## src/rtl/qspi_target_pkg.sv

```systemverilog
// qspi_target_pkg: shared states, command codes and helpers for the QSPI RAM target
package qspi_target_pkg;
  typedef enum logic [2:0] {IDLE, CMD, ADDR, DUMMY, WRITE, READ, IGNORE} qspi_target_state_e;
  localparam logic [7:0] QSPI_CMD_WRITE = 8'h02;
  localparam logic [7:0] QSPI_CMD_READ = 8'h0B;
  localparam int QSPI_DUMMY_CYCLES = 2;
  function automatic logic cmd_known(input logic [7:0] c);
    return c == QSPI_CMD_WRITE || c == QSPI_CMD_READ;
  endfunction
endpackage

```

## src/rtl/spi_sync_edge.sv

```systemverilog
// spi_sync_edge: 2-flop synchronizer with rising/falling edge pulses
module spi_sync_edge #(
  parameter logic RST_VAL = 1'b0
) (
  input  logic clock,
  input  logic reset,
  input  logic din,
  output logic level,
  output logic rise,
  output logic fall
);
  logic s1, s2, s3;
  always_ff @(posedge clock or negedge reset)
    if (!reset) {s1, s2, s3} <= {3{RST_VAL}};
    else {s1, s2, s3} <= {din, s1, s2};
  assign level = s2;
  assign rise = s2 & ~s3;
  assign fall = ~s2 & s3;
endmodule

```

## src/rtl/qspi_ram_target.sv

```systemverilog
// qspi_ram_target: quad-SPI responder emulating a small byte-addressed RAM
module qspi_ram_target
  import qspi_target_pkg::*;
#(
  parameter int DEPTH = 64
) (
  input  logic       clock,
  input  logic       reset,
  input  logic       spi_clk_in,
  input  logic       spi_select,
  input  logic [3:0] spi_data_in,
  output logic [3:0] spi_data_out,
  output logic [3:0] spi_data_oe,
  output logic       busy
);
  localparam int AW = $clog2(DEPTH);
  qspi_target_state_e state, state_nx;
  logic sck_lvl, sck_rise, sck_fall, sel_n, sel_rise, sel_fall, we;
  logic [3:0] d1, d2, hi;
  logic [1:0] nib;
  logic [7:0] cmd;
  logic [11:0] sh;
  logic [AW-1:0] addr;
  logic [7:0] mem [DEPTH];
  spi_sync_edge #(.RST_VAL(1'b0)) u_sck (
    .clock(clock), .reset(reset), .din(spi_clk_in),
    .level(sck_lvl), .rise(sck_rise), .fall(sck_fall)
  );
  // Select sync resets to "asserted" so a select held low through reset never looks like a new frame
  spi_sync_edge #(.RST_VAL(1'b0)) u_sel (
    .clock(clock), .reset(reset), .din(spi_select),
    .level(sel_n), .rise(sel_rise), .fall(sel_fall)
  );
  always_comb begin
    state_nx = state;
    if (sel_n) state_nx = IDLE;
    else if (state == IDLE) state_nx = (sel_fall && !sck_lvl) ? CMD : IDLE;
    else if (sck_rise)
      case (state)
        CMD: if (nib[0]) state_nx = cmd_known({sh[3:0], d2}) ? ADDR : IGNORE;
        ADDR: if (nib == 2'd3) state_nx = (cmd == QSPI_CMD_WRITE) ? WRITE : DUMMY;
        DUMMY: if (nib == 2'(QSPI_DUMMY_CYCLES - 1)) state_nx = READ;
        default: ;
      endcase
  end
  assign we = state == WRITE && !sel_n && sck_rise && nib[0];
  assign spi_data_oe = {4{state == READ}};
  always_ff @(posedge clock or negedge reset)
    if (!reset) begin
      state <= IDLE;
      nib <= '0;
      cmd <= '0;
      sh <= '0;
      hi <= '0;
      addr <= '0;
      d1 <= '0;
      d2 <= '0;
      spi_data_out <= '0;
      busy <= 1'b0;
    end else begin
      state <= state_nx;
      d1 <= spi_data_in;
      d2 <= d1;
      busy <= sel_fall ? 1'b1 : sel_rise ? 1'b0 : busy;
      nib <= (state_nx != state) ? 2'd0 : nib + 2'((state == READ) ? sck_fall : sck_rise);
      if (sck_rise && (state == CMD || state == ADDR)) sh <= {sh[7:0], d2};
      if (sck_rise && state == CMD && nib[0]) cmd <= {sh[3:0], d2};
      if (sck_rise && state == ADDR && nib == 2'd3) addr <= AW'({sh, d2});
      if (sck_rise && state == WRITE) begin
        if (!nib[0]) hi <= d2;
        else addr <= addr + AW'(1);
      end
      if (sck_fall && state == READ) begin
        spi_data_out <= nib[0] ? mem[addr][3:0] : mem[addr][7:4];
        if (nib[0]) addr <= addr + AW'(1);
      end
      if (sel_n) spi_data_out <= '0;
    end
  always_ff @(posedge clock)
    if (we) mem[addr] <= {hi, d2};
endmodule

```

## config.mk

```make
export PLATFORM = sky130hd
export DESIGN_NAME = qspi_ram_target
export DESIGN_NICKNAME = d
export VERILOG_FILES = /design/src/rtl/qspi_target_pkg.sv /design/src/rtl/spi_sync_edge.sv /design/src/rtl/qspi_ram_target.sv
export SDC_FILE = /design/constraint.sdc
export NUM_CORES = 1
export LEC_CHECK = 0
export BUFFER_PORTS_ARGS = -buffer_cell sky130_fd_sc_hd__buf_2
export CAP_MARGIN = 10
export CORE_ASPECT_RATIO = 2
export CORE_MARGIN = 4
export CORE_UTILIZATION = 29
export CTS_CLUSTER_DIAMETER = 120
export DETAILED_ROUTE_END_ITERATION = 10
export MAX_ROUTING_LAYER = met4
export PLACE_DENSITY = 0.39
export REMOVE_ABC_BUFFERS = 1
export SYNTH_ARGS = -nofsm -noshare
export SYNTH_HDL_FRONTEND = slang
export SYNTH_SLANG_ARGS = --single-unit
```

## constraint.sdc

```tcl
create_clock -name clock -period 3.48 [get_ports clock]
set_input_delay 0 -clock clock [delete_from_list [all_inputs] [get_ports clock]]
set_output_delay 0 -clock clock [all_outputs]
set_load 0.1 [all_outputs]
```

==> results.py, run 1 <==
metrics = {
    "routing": {
        "drtIter0Drc": 1194,
        "ant_nets": 0,
        "num_vias": 13003,
        "viasPerCell": 5.17,
        "wirelength_um": 76100,
        "firstDrtPassIters": 5,
        "drcViolationCount": 0,
        "wl_per_cell_um": 30.3,
    },
    "power_and_ir_drop": {
        "switching_share": 0.250,
        "switchingPower_mw": 3.69,
        "clockPowerShare": 0.388,
        "power.leakage_nw": 7.97,
        "power_mw": 14.7,
        "pwr-share-seq": 0.509,
        "power_density_nw_per_um2": 563,
        "ir_drop_mv": 0.348,
        "p_comb_frac": 0.103,
        "internal_power_mw": 11.1,
    },
    "setup_path": {
        "cpLargestDelayFamily": "compound AO/OA/AOI/OAI gates",
        "cp.arrival_ps": 3930,
        "slowest_delay_ps": 1050,
        "cp.buffers_inverters": 1,
        "critPathCaptureType": "flop",
        "critical_path_class": "flop to flop",
        "crit_fanout": 25,
        "worst_path_max_delay_cell": "a211oi_1",
        "crit_chain": "buf_4 > nand2b_1 > o32ai_1 > a211oi_1 > o221ai_1 > nor4b_2 > a211oi_1",
        "required_ps": 3940,
        "start_kind": "flop",
        "crit_top_cell": "a211oi_1",
    },
    "cells_and_area": {
        "syn2layout_area_growth_pct": 17.3,
        "fin_util": 0.343,
        "final_common_cell": "edfxtp_1",
        "final_cell_mix": "edfxtp_1 (512), buf_4 (152), nor2_1 (94)",
        "stdcell_count": 2515,
        "stdcell_area_um2": 26200,
        "drive_gt1_frac": 0.247,
        "seq_area_um2": 16500,
        "multi_input_area_um2": 5260,
        "nets": 1470,
        "fillers": 7429,
    },
    "cts": {
        "post_cts_buffers": 0,
        "clkSinkCount": 558,
        "post_cts_resized": 0,
        "cts_tree": "yes",
        "cts_root_buffer": "clkbuf_16",
        "clkLatencyLatePin_ps": 620,
        "cts_made_buffers": 52,
        "path_clk_slew_ps": 70,
        "htreeDepth": 2,
        "clock_path_buffers": 3,
    },
    "floorplan": {
        "die_x_um": 204,
        "core-area_um2": 76200,
        "dieArea_um2": 81700,
        "num_rows": 143,
        "ios": 17,
        "start_util": 0.293,
        "die_y_um": 400,
    },
    "placed_design": {
        "port-buffer-count": 16,
        "gp_congestion": 0.872,
        "post-place-ws_ps": 106,
        "dp_hpwl_um": 51800,
        "placedInstanceArea_um2": 24400,
        "placedCellCount": 2413,
    },
    "logic_synthesis": {
        "async_flop_share": 0.0824,
        "synth_area_um2": 22300,
        "synth_mux_area_frac": 0.0986,
        "synth_top_family_by_area": "multiplexers",
        "synth_area_per_cell_um2": 17.0,
        "synthFlopType": "edfxtp_1",
        "synthAdderAreaFrac": 0.00168,
        "synth-seq-area-share": 0.741,
        "synth_cells": 1310,
        "synthXorXnorAreaFrac": 0.000785,
        "synth_cell_types": 74,
        "synth_seq_cells": 558,
        "synth_edf_count": 512,
        "synth-simple-area-share": 0.0506,
        "ys.warnings.count": 0,
        "synth_compound_area_frac": 0.0837,
    },
    "timing": {
        "fin_skew_ps": 24.1,
        "worstMarginPinSlew_ps": 1280,
        "finalCriticalPeriod_ps": 3460,
        "drv_slew": 0,
        "hold_viol_final": 0,
        "rsz0062_at_grt": "false",
        "finalCritPeriodShare": 0.996,
        "max_freq_ghz": 0.289,
        "worst_slack_ps": 15.2,
        "setup_viol": 0,
        "relSlewSlack": 0.145,
        "finalHoldWorstSlack_ps": 39.4,
        "totalNegativeSetupSlack_ps": 0,
    },
    "grt": {
        "grt_start_max_net_pins": 69,
        "grt_pass1_vias": 13282,
        "grt-ovfl-total": 0,
        "grt_usage": 0.189,
        "use_met3": 0.0176,
        "met1_usage": 0.213,
        "met2_usage": 0.341,
        "antenna_found_initial": 3,
        "grt_pass1_wl_um": 107000,
        "busiest_layer": "met2",
    },
    "flow_run": {
        "maxCapViolations": 0,
    },
    "status": {
        "status": "complete, no violations",
    },
    "hold_path": {
        "hold_path_class": "primary input to flop",
    },
}
-- logic make-up (layout without fill, tap and decap cells) --
family | count (synthesis) | count (layout)
and+or+nand+nor | 236 | 236
buffers and inverters | 96 | 284
AOI/OAI and AO/OA | 254 | 254
xor gates and xnor gates | 2 | 2
DFF | 558 | 558
other | 0 | 2
adders and majority gates | 3 | 3
muxes | 161 | 161
-- area by class of cell --
class                   count  share of cell area
multi-input cells         656               0.201
inverters                  11             0.00158
clock inverters            32              0.0123
flip-flops and latches    558               0.632
repair buffers            180              0.0532
clock buffers              61              0.0510
diodes                      2            0.000191
well taps                1015              0.0485
-- power groups by stage --
stage | Clock [mW] | Combinational (mW) | Sequential, mW
2_1_floorplan | 0 | 0.715 | 7.69
4_1_cts | 5.88 | 1.53 | 7.50
3_5_place_dp | 0 | 1.52 | 7.65
5_1_grt | 6.15 | 1.59 | 7.51
6_report | 5.72 | 1.52 | 7.50
3_3_place_gp | 0 | 1.52 | 7.64
-- cells in the mapped netlist, types with 7 or more instances --
cell type / n / share of area
a22oi_1: 32 / 0.011
nand3_1: 19 / 0.0043
mux4_2: 42 / 0.042
edfxtp_1: 512 / 0.69
a21oi_1: 37 / 0.0083
clkbuf_1: 27 / 0.0045
dfrtp_1: 46 / 0.052
a31oi_1: 9 / 0.0025
nor3_1: 8 / 0.0018
o22ai_1: 21 / 0.0059
a221o_1: 7 / 0.0031
o2bb2ai_1: 8 / 0.0031
buf_4: 18 / 0.0061
nor2_1: 94 / 0.016
inv_1: 10 / 0.0017
o21ai_0: 31 / 0.0070
buf_2: 28 / 0.0063
nand2_1: 51 / 0.0086
mux2_2: 49 / 0.025
mux2i_1: 69 / 0.031
a32oi_1: 7 / 0.0027
buf_6: 8 / 0.0040
a211oi_1: 7 / 0.0024
nor2b_1: 12 / 0.0034
nand2b_1: 9 / 0.0025
a22o_1: 14 / 0.0055
a221oi_1: 30 / 0.012
-- path summary, 6_finish.rpt --
check | startpoint | slack, ps | depth (start not counted) | to
worst max-delay path | addr[2]$_DFF_PN0_ | 20 | 7 | spi_data_out[2]$_DFFE_PN0P_
worst min-delay path | spi_data_in[2] | 40 | 2 | d1[2]$_DFF_PN0_
worst max register to register | addr[2]$_DFF_PN0_ | 20 | 7 | spi_data_out[2]$_DFFE_PN0P_
worst min register to register | d1[0]$_DFF_PN0_ | 360 | 0 | d2[0]$_DFF_PN0_
max in group asynchronous | reset | 2640 | 3 | hi[3]$_DFFE_PN0P_
min in group asynchronous | reset | 80 | 2 | d1[0]$_DFF_PN0_
-- registers in the layout, summed over array words and instances (netlist names), 2 cells and up --
name          flops
addr              6
cmd               8
d1                4
d2                4
hi                4
mem             512
nib               2
sh                4
spi_data_out      4
state             3
-- repair_timing --
item	4_1_cts	5_1_grt
hold buffers	7	0
endpoints found under the setup margin	0	0
endpoints found under the hold margin	41	0
-- per-layer routing --
metal,wire length [um],vias to the layer above
li1,-,5571
met1,28400,6959
met2,41600,342
met3,2420,131
met4,3640,0
met5,0,-
No activity file was read; power rests on OpenSTA's default activity.
==> run 2: changes to the inputs <==
--- a/config.mk
+++ b/config.mk
@@ -5,6 +5,7 @@
 export SDC_FILE = /design/constraint.sdc
 export NUM_CORES = 1
 export LEC_CHECK = 0
+export ABC_AREA = 1
 export BUFFER_PORTS_ARGS = -buffer_cell sky130_fd_sc_hd__buf_2
 export CAP_MARGIN = 10
 export CORE_ASPECT_RATIO = 2
==> run 2 against run 1 <==
Compared with the run above: sequential cell count unchanged; cell count up 37%; clock power down 5.2%; first-iteration DRC count down 23%; sequential share of layout area down 2.2 points; register-to-register slack better by 780 ps; synthesized cell count up 75%; design area up 3.5%; area after synthesis up 5.8%; utilization down 0.70 points; non-clock buffer count down 44; largest cell class unchanged; largest power group unchanged.
==> results.py, run 2 <==
metrics = {
    "cells_and_area": {
        "fin_util": 0.336,
        "multi_input_area_um2": 6370,
        "syn2layout_area_growth_pct": 14.8,
        "regMostFlops": "mem",
        "nets": 2382,
        "seq_area_um2": 16500,
        "largest_reg_flops": 512,
        "drive_gt1_frac": 0.0971,
        "n_antenna_cell": 0,
        "final_cell_mix": "nand2_1 (1250), edfxtp_1 (512), nor2_1 (112)",
        "fillers": 8248,
        "reg_top3": "mem: 512 flops, cmd: 8 flops, addr: 6 flops",
        "final_common_cell": "nand2_1",
    },
    "placed_design": {
        "gp_congestion": 0.827,
        "port-buffer-count": 16,
        "dp_hpwl_um": 48400,
    },
    "hold_path": {
        "min_path_cells": 2,
        "hold_path_class": "primary input to flop",
    },
    "floorplan": {
        "die_y_um": 412,
        "die_x_um": 210,
        "dieArea_um2": 86300,
        "start_util": 0.293,
        "num_rows": 147,
        "core-area_um2": 80600,
        "ios": 17,
    },
    "setup_path": {
        "critPathLaunch": "state[0]$_DFF_PN0_",
        "critical_path_class": "flop to flop",
        "path_depth": 8,
        "cpLargestDelayFamily": "simple AND/OR/NAND/NOR gates",
        "reg2reg_to": "mem[59][7]$_DFFE_PP_",
        "crit_chain": "nor2_1 > inv_1 > nor3_2 > nand2_1 > nor2_4 > nand4_1 > buf_4 > nor2_1",
        "r2r_start": "state[0]$_DFF_PN0_",
        "crit_top_cell": "nor2_1",
        "slowest_delay_ps": 570,
        "crit_fanout": 8,
        "start_kind": "flop",
        "regToRegSetupSlack_ps": 800,
        "reg2reg_depth": 8,
        "worst_path_max_delay_cell": "nor2_1",
        "cp.arrival_ps": 2920,
        "cp.buffers_inverters": 2,
        "endpoint": "mem[59][7]$_DFFE_PP_",
        "critPathCaptureType": "flop",
        "required_ps": 3720,
    },
    "routing": {
        "drcViolationCount": 0,
        "wirelength_um": 74800,
        "viasPerCell": 4.66,
        "ant_nets": 0,
        "wl_per_cell_um": 21.7,
        "num_vias": 16099,
        "drtIter0Drc": 919,
        "firstDrtPassIters": 5,
    },
    "timing": {
        "finalHoldWorstSlack_ps": 50.2,
        "setup_viol": 0,
        "finalCritPeriodShare": 0.770,
        "rsz0062_at_grt": "false",
        "relSlewSlack": 0.354,
        "hold_viol_final": 0,
        "max_freq_ghz": 0.373,
        "fin_skew_ps": 24.3,
        "drv_slew": 0,
        "worstMarginPinSlew_ps": 968,
        "finalCriticalPeriod_ps": 2680,
    },
    "logic_synthesis": {
        "async_flop_share": 0.0824,
        "synth_top_area_share": 0.651,
        "yosysMostFrequentCell": "nand2_1",
        "synthFlopType": "edfxtp_1",
        "synth_area_per_cell_um2": 10.3,
        "synth_top_area_cell": "edfxtp_1",
        "synth_cells": 2297,
        "synth_cell_types": 30,
        "synth_edf_count": 512,
        "synth-seq-area-share": 0.700,
        "synth_area_um2": 23600,
        "synth_seq_cells": 558,
        "ys.warnings.count": 0,
        "yosys-top-cells-count": "nand2_1 (1250), edfxtp_1 (512), nor2_1 (112)",
        "synth_area_leaders": "edfxtp_1 (65%), nand2_1 (20%), dfrtp_1 (4.9%), nor2_1 (1.8%), a21oi_1 (1.4%)",
    },
    "cts": {
        "cts_root_buffer": "clkbuf_16",
        "post_cts_buffers": 0,
        "path_clk_slew_ps": 70,
        "clock_path_buffers": 3,
        "cts_made_buffers": 51,
        "cts_hold_buf": 9,
        "htreeDepth": 2,
        "clkSinkCount": 558,
        "clkLatencyLatePin_ps": 610,
        "post_cts_resized": 0,
        "cts_tree": "yes",
    },
    "grt": {
        "grt_start_max_net_pins": 121,
        "grt_usage": 0.177,
        "grt_pass1_vias": 17014,
        "grt_pass1_wl_um": 111000,
        "grt-ovfl-total": 0,
        "antenna_found_initial": 0,
        "met1_usage": 0.189,
        "busiest_layer": "met2",
        "use_met3": 0.0194,
        "met2_usage": 0.323,
    },
    "power_and_ir_drop": {
        "ir_drop_mv": 0.383,
        "power_mw": 13.8,
        "power_density_nw_per_um2": 507,
        "power.leakage_nw": 10.4,
    },
    "status": {
        "status": "complete, no violations",
    },
    "flow_run": {
        "maxCapViolations": 0,
    },
}
run 2: cell count changes in the layout (fill, tap and decap cells not counted), moves of 28 or more:
cell      previous run  this run
nand2_1             51      1250
mux2i_1             69         0
buf_4              152       100
nand4_1              2        52
mux2_2              49         3
mux4_2              42         0
a22oi_1             32         0
a221oi_1            30         0
a21oi_1             37        66
inv_1               10        38
run 2: worst min path at each step:
stage / endpoint / from / slack [ps]
2_1_floorplan: addr[0]$_DFF_PN0_ / reset / -300
3_3_place_gp: cmd[2]$_DFFE_PN0P_ / reset / -40
3_5_place_dp: cmd[2]$_DFFE_PN0P_ / reset / -40
4_1_cts: d1[0]$_DFF_PN0_ / spi_data_in[0] / 20
5_1_grt: d1[0]$_DFF_PN0_ / spi_data_in[0] / 50
6_report: d1[0]$_DFF_PN0_ / spi_data_in[0] / 50
run 2: per-stage QoR:
step / cell area, um2 / std cells / setup WS [ps] / setup TNS (ps)
4_1_cts: 27100 / 3453 / 778 / 0
2_1_floorplan: 23100 / 2182 / -6360 / -2303020
3_3_place_gp: 25500 / 3352 / 801 / 0
5_1_grt: 27100 / 3453 / 616 / 0
3_5_place_dp: 25500 / 3352 / 815 / 0
6_report: 27100 / 3453 / 799 / 0
run 2: final cells by class:
class | count | area share
inverters | 46 | 0.00674
multi-input cells | 1578 | 0.235
clock buffers | 67 | 0.0519
clock inverters | 25 | 0.00540
well taps | 1043 | 0.0482
flip-flops and latches | 558 | 0.611
repair buffers | 136 | 0.0421
run 2: logic make-up (layout without fill, tap and decap cells):
kind of cell / after synthesis / after routing / share of synthesized area
mux: 3 / 3 / 0.00143
fa+ha+maj: 3 / 3 / 0.00159
flops: 558 / 558 / 0.700
buf+inv: 161 / 274 / 0.0302
compound gates: 117 / 117 / 0.0253
xor+xnor: 4 / 4 / 0.00148
simple gates: 1451 / 1451 / 0.240
run 2: routing by layer:
layer | part of all wire | routed length, um | vias to the layer above
met3 | 0.030 | 2280 | 168
met1 | 0.38 | 28100 | 7879
met2 | 0.54 | 40100 | 327
li1 | - | - | 7725
met5 | 0 | 0 | -
met4 | 0.058 | 4300 | 0
run 2: power by group:
| part | total [mW] | switching [mW] | internal (mW) |
|---|---|---|---|
| clock network | 5.42 | 2.57 | 2.86 |
| registers | 7.43 | 0.0943 | 7.34 |
| logic | 0.896 | 0.647 | 0.249 |
| total | 13.8 | 3.31 | 10.4 |
==> run 3: changes to the inputs <==
--- a/config.mk
+++ b/config.mk
@@ -14,7 +14,7 @@
 export CTS_CLUSTER_DIAMETER = 120
 export DETAILED_ROUTE_END_ITERATION = 10
 export MAX_ROUTING_LAYER = met4
-export PLACE_DENSITY = 0.39
+export PLACE_DENSITY = 0.4
 export REMOVE_ABC_BUFFERS = 1
 export SYNTH_ARGS = -nofsm -noshare
 export SYNTH_HDL_FRONTEND = slang
==> constraint.sdc (replaced) <==
create_clock -name clock -period 2.35 [get_ports clock]
set_input_delay 0 -clock clock [delete_from_list [all_inputs] [get_ports clock]]
set_output_delay 0 -clock clock [all_outputs]
set_load 0.1 [all_outputs]
==> run 3 against run 2 <==
Compared with the run above: sequential power up 48%; via count increased by 0.56%; sequential cell count stayed put; cell count up 2.0%; combinational power up 65%; highest routed layer unchanged.
==> results.py, run 3 (same netlist as run 2, synthesis figures left out) <==
metrics = {
    "status": {
        "status": "complete, no violations",
    },
    "hold_path": {
        "hold_path_class": "primary input to flop",
        "min_from": "spi_data_in[3]",
        "min_path_cells": 2,
        "whs_endpoint": "d1[3]$_DFF_PN0_",
    },
    "cells_and_area": {
        "drive_gt1_frac": 0.125,
        "fillers": 8181,
        "largest_reg_flops": 512,
        "reg_top3": "mem: 512 flops, cmd: 8 flops, addr: 6 flops",
        "nets": 2452,
        "final_cell_mix": "nand2_1 (1250), edfxtp_1 (512), buf_4 (150)",
        "final_common_cell": "nand2_1",
        "seq_area_um2": 16500,
        "syn2layout_area_growth_pct": 19.0,
        "n_antenna_cell": 0,
        "multi_input_area_um2": 6370,
        "regMostFlops": "mem",
    },
    "grt": {
        "grt_pass1_wl_um": 109000,
        "grt_start_max_net_pins": 82,
        "met2_usage": 0.330,
        "antenna_found_initial": 0,
        "grt_pass1_vias": 17046,
        "grt_usage": 0.171,
        "busiest_layer": "met2",
        "grt-ovfl-total": 0,
        "use_met3": 0.0152,
        "met1_usage": 0.182,
    },
    "cts": {
        "htreeDepth": 2,
        "cts_root_buffer": "clkbuf_16",
        "clock_path_buffers": 3,
        "clkLatencyLatePin_ps": 600,
        "cts_made_buffers": 49,
        "path_clk_slew_ps": 70,
        "clkSinkCount": 558,
        "cts_tree": "yes",
    },
    "floorplan": {
        "ios": 17,
        "start_util": 0.293,
        "core-area_um2": 80600,
        "num_rows": 147,
        "die_x_um": 210,
        "die_y_um": 412,
        "dieArea_um2": 86300,
    },
    "setup_path": {
        "reg2reg_depth": 7,
        "start_kind": "flop",
        "regToRegSetupSlack_ps": 70,
        "reg2reg_to": "mem[56][1]$_DFFE_PP_",
        "cp.arrival_ps": 2580,
        "critical_path_class": "flop to flop",
        "critPathCaptureType": "flop",
        "required_ps": 2650,
        "r2r_start": "addr[0]$_DFF_PN0_",
        "crit_fanout": 24,
    },
    "power_and_ir_drop": {
        "power_density_nw_per_um2": 755,
        "power.leakage_nw": 11.0,
        "ir_drop_mv": 0.771,
        "power_mw": 21.2,
    },
    "timing": {
        "relSlewSlack": 0.384,
        "totalNegativeSetupSlack_ps": 0,
        "finalCriticalPeriod_ps": 2280,
        "max_freq_ghz": 0.439,
        "fin_skew_ps": 18.1,
        "rsz0062_at_grt": "false",
        "hold_viol_final": 0,
        "drv_slew": 0,
        "setup_viol": 0,
        "worstMarginPinSlew_ps": 924,
        "finalCritPeriodShare": 0.970,
    },
    "placed_design": {
        "port-buffer-count": 16,
        "gp_congestion": 0.857,
        "dp_hpwl_um": 47600,
    },
    "routing": {
        "wl_per_cell_um": 20.5,
        "ant_nets": 0,
        "drtIter0Drc": 895,
        "firstDrtPassIters": 5,
        "viasPerCell": 4.60,
        "wirelength_um": 72300,
        "drcViolationCount": 0,
        "num_vias": 16189,
    },
    "flow_run": {
        "maxCapViolations": 0,
    },
}
==> run 3: cell types whose count changed in the layout (fill, tap and decap cells not counted), sizes merged, moves of 6 or more <==
cell	change
buf	+74
bufinv	+8
clkbuf	-8
clkinv	-6
==> run 3: how the worst max path moves through the flow <==
| stage | to | from | cells after the start |
|---|---|---|---|
| 6_report | mem[56][1]$_DFFE_PP_ | addr[0]$_DFF_PN0_ | 7 |
| 5_1_grt | spi_data_out[3]$_DFFE_PN0P_ | addr[0]$_DFF_PN0_ | 14 |
| 4_1_cts | mem[56][4]$_DFFE_PP_ | addr[0]$_DFF_PN0_ | 7 |
| 3_5_place_dp | mem[56][4]$_DFFE_PP_ | addr[0]$_DFF_PN0_ | 7 |
| 3_3_place_gp | mem[56][4]$_DFFE_PP_ | addr[0]$_DFF_PN0_ | 7 |
| 2_1_floorplan | mem[63][0]$_DFFE_PP_ | addr[0]$_DFF_PN0_ | 4 |
==> run 3: timing repair <==
item	4_1_cts	5_1_grt
hold buffers	7	0
endpoints found under the hold margin	40	0
buffers inserted	0	1
gates resized for setup	1	5
endpoints found under the setup margin	8	10
==> run 3: layout make-up <==
| type | instances | share of cell area |
|---|---|---|
| Inverter | 46 | 0.00690 |
| Clock inverter | 31 | 0.0136 |
| Sequential cell | 558 | 0.589 |
| Clock buffer | 59 | 0.0479 |
| Timing Repair Buffer | 208 | 0.0697 |
| Tap cell | 1043 | 0.0464 |
| Multi-Input combinational cell | 1578 | 0.227 |
==> run 3: layer usage <==
| layer | vias up | routed length, um |
|---|---|---|
| li1 | 7878 | - |
| met1 | 7931 | 27400 |
| met2 | 271 | 40900 |
| met3 | 109 | 1670 |
| met4 | 0 | 2410 |
| met5 | - | 0 |
==> run 3: power breakdown <==
group | internal [mW] | switching, mW | leakage [nW]
Combinational | 0.483 | 0.992 | 5.40
Sequential | 10.9 | 0.0946 | 4.72
Clock | 4.99 | 3.80 | 0.834
Total | 16.3 | 4.89 | 11.0
==> run 3: worst max-delay path, stage by stage (launching register included) <==
cell     delay [ps]
dfrtp_4         580
inv_16          170
buf_12          210
buf_12          180
nand4_1         160
buf_4           240
nor2_1          160
buf_4           220
==> run 3: through the flow <==
| step | worst slack, ps | hold WS (ps) | instances | cell area, um2 | util |
|---|---|---|---|---|---|
| finish | 70.7 | 49.5 | 3523 | 28100 | 0.349 |
| CTS | 23.9 | 17.7 | 3522 | 28100 | 0.349 |
| floorplan | -7490 | -296 | 2182 | 23100 | - |
| global route | 7.40 | 42.8 | 3523 | 28100 | 0.349 |
| global placement | -0.190 | 112 | 3425 | 26300 | 0.326 |
| detailed placement | 2.53 | 113 | 3425 | 26300 | 0.326 |
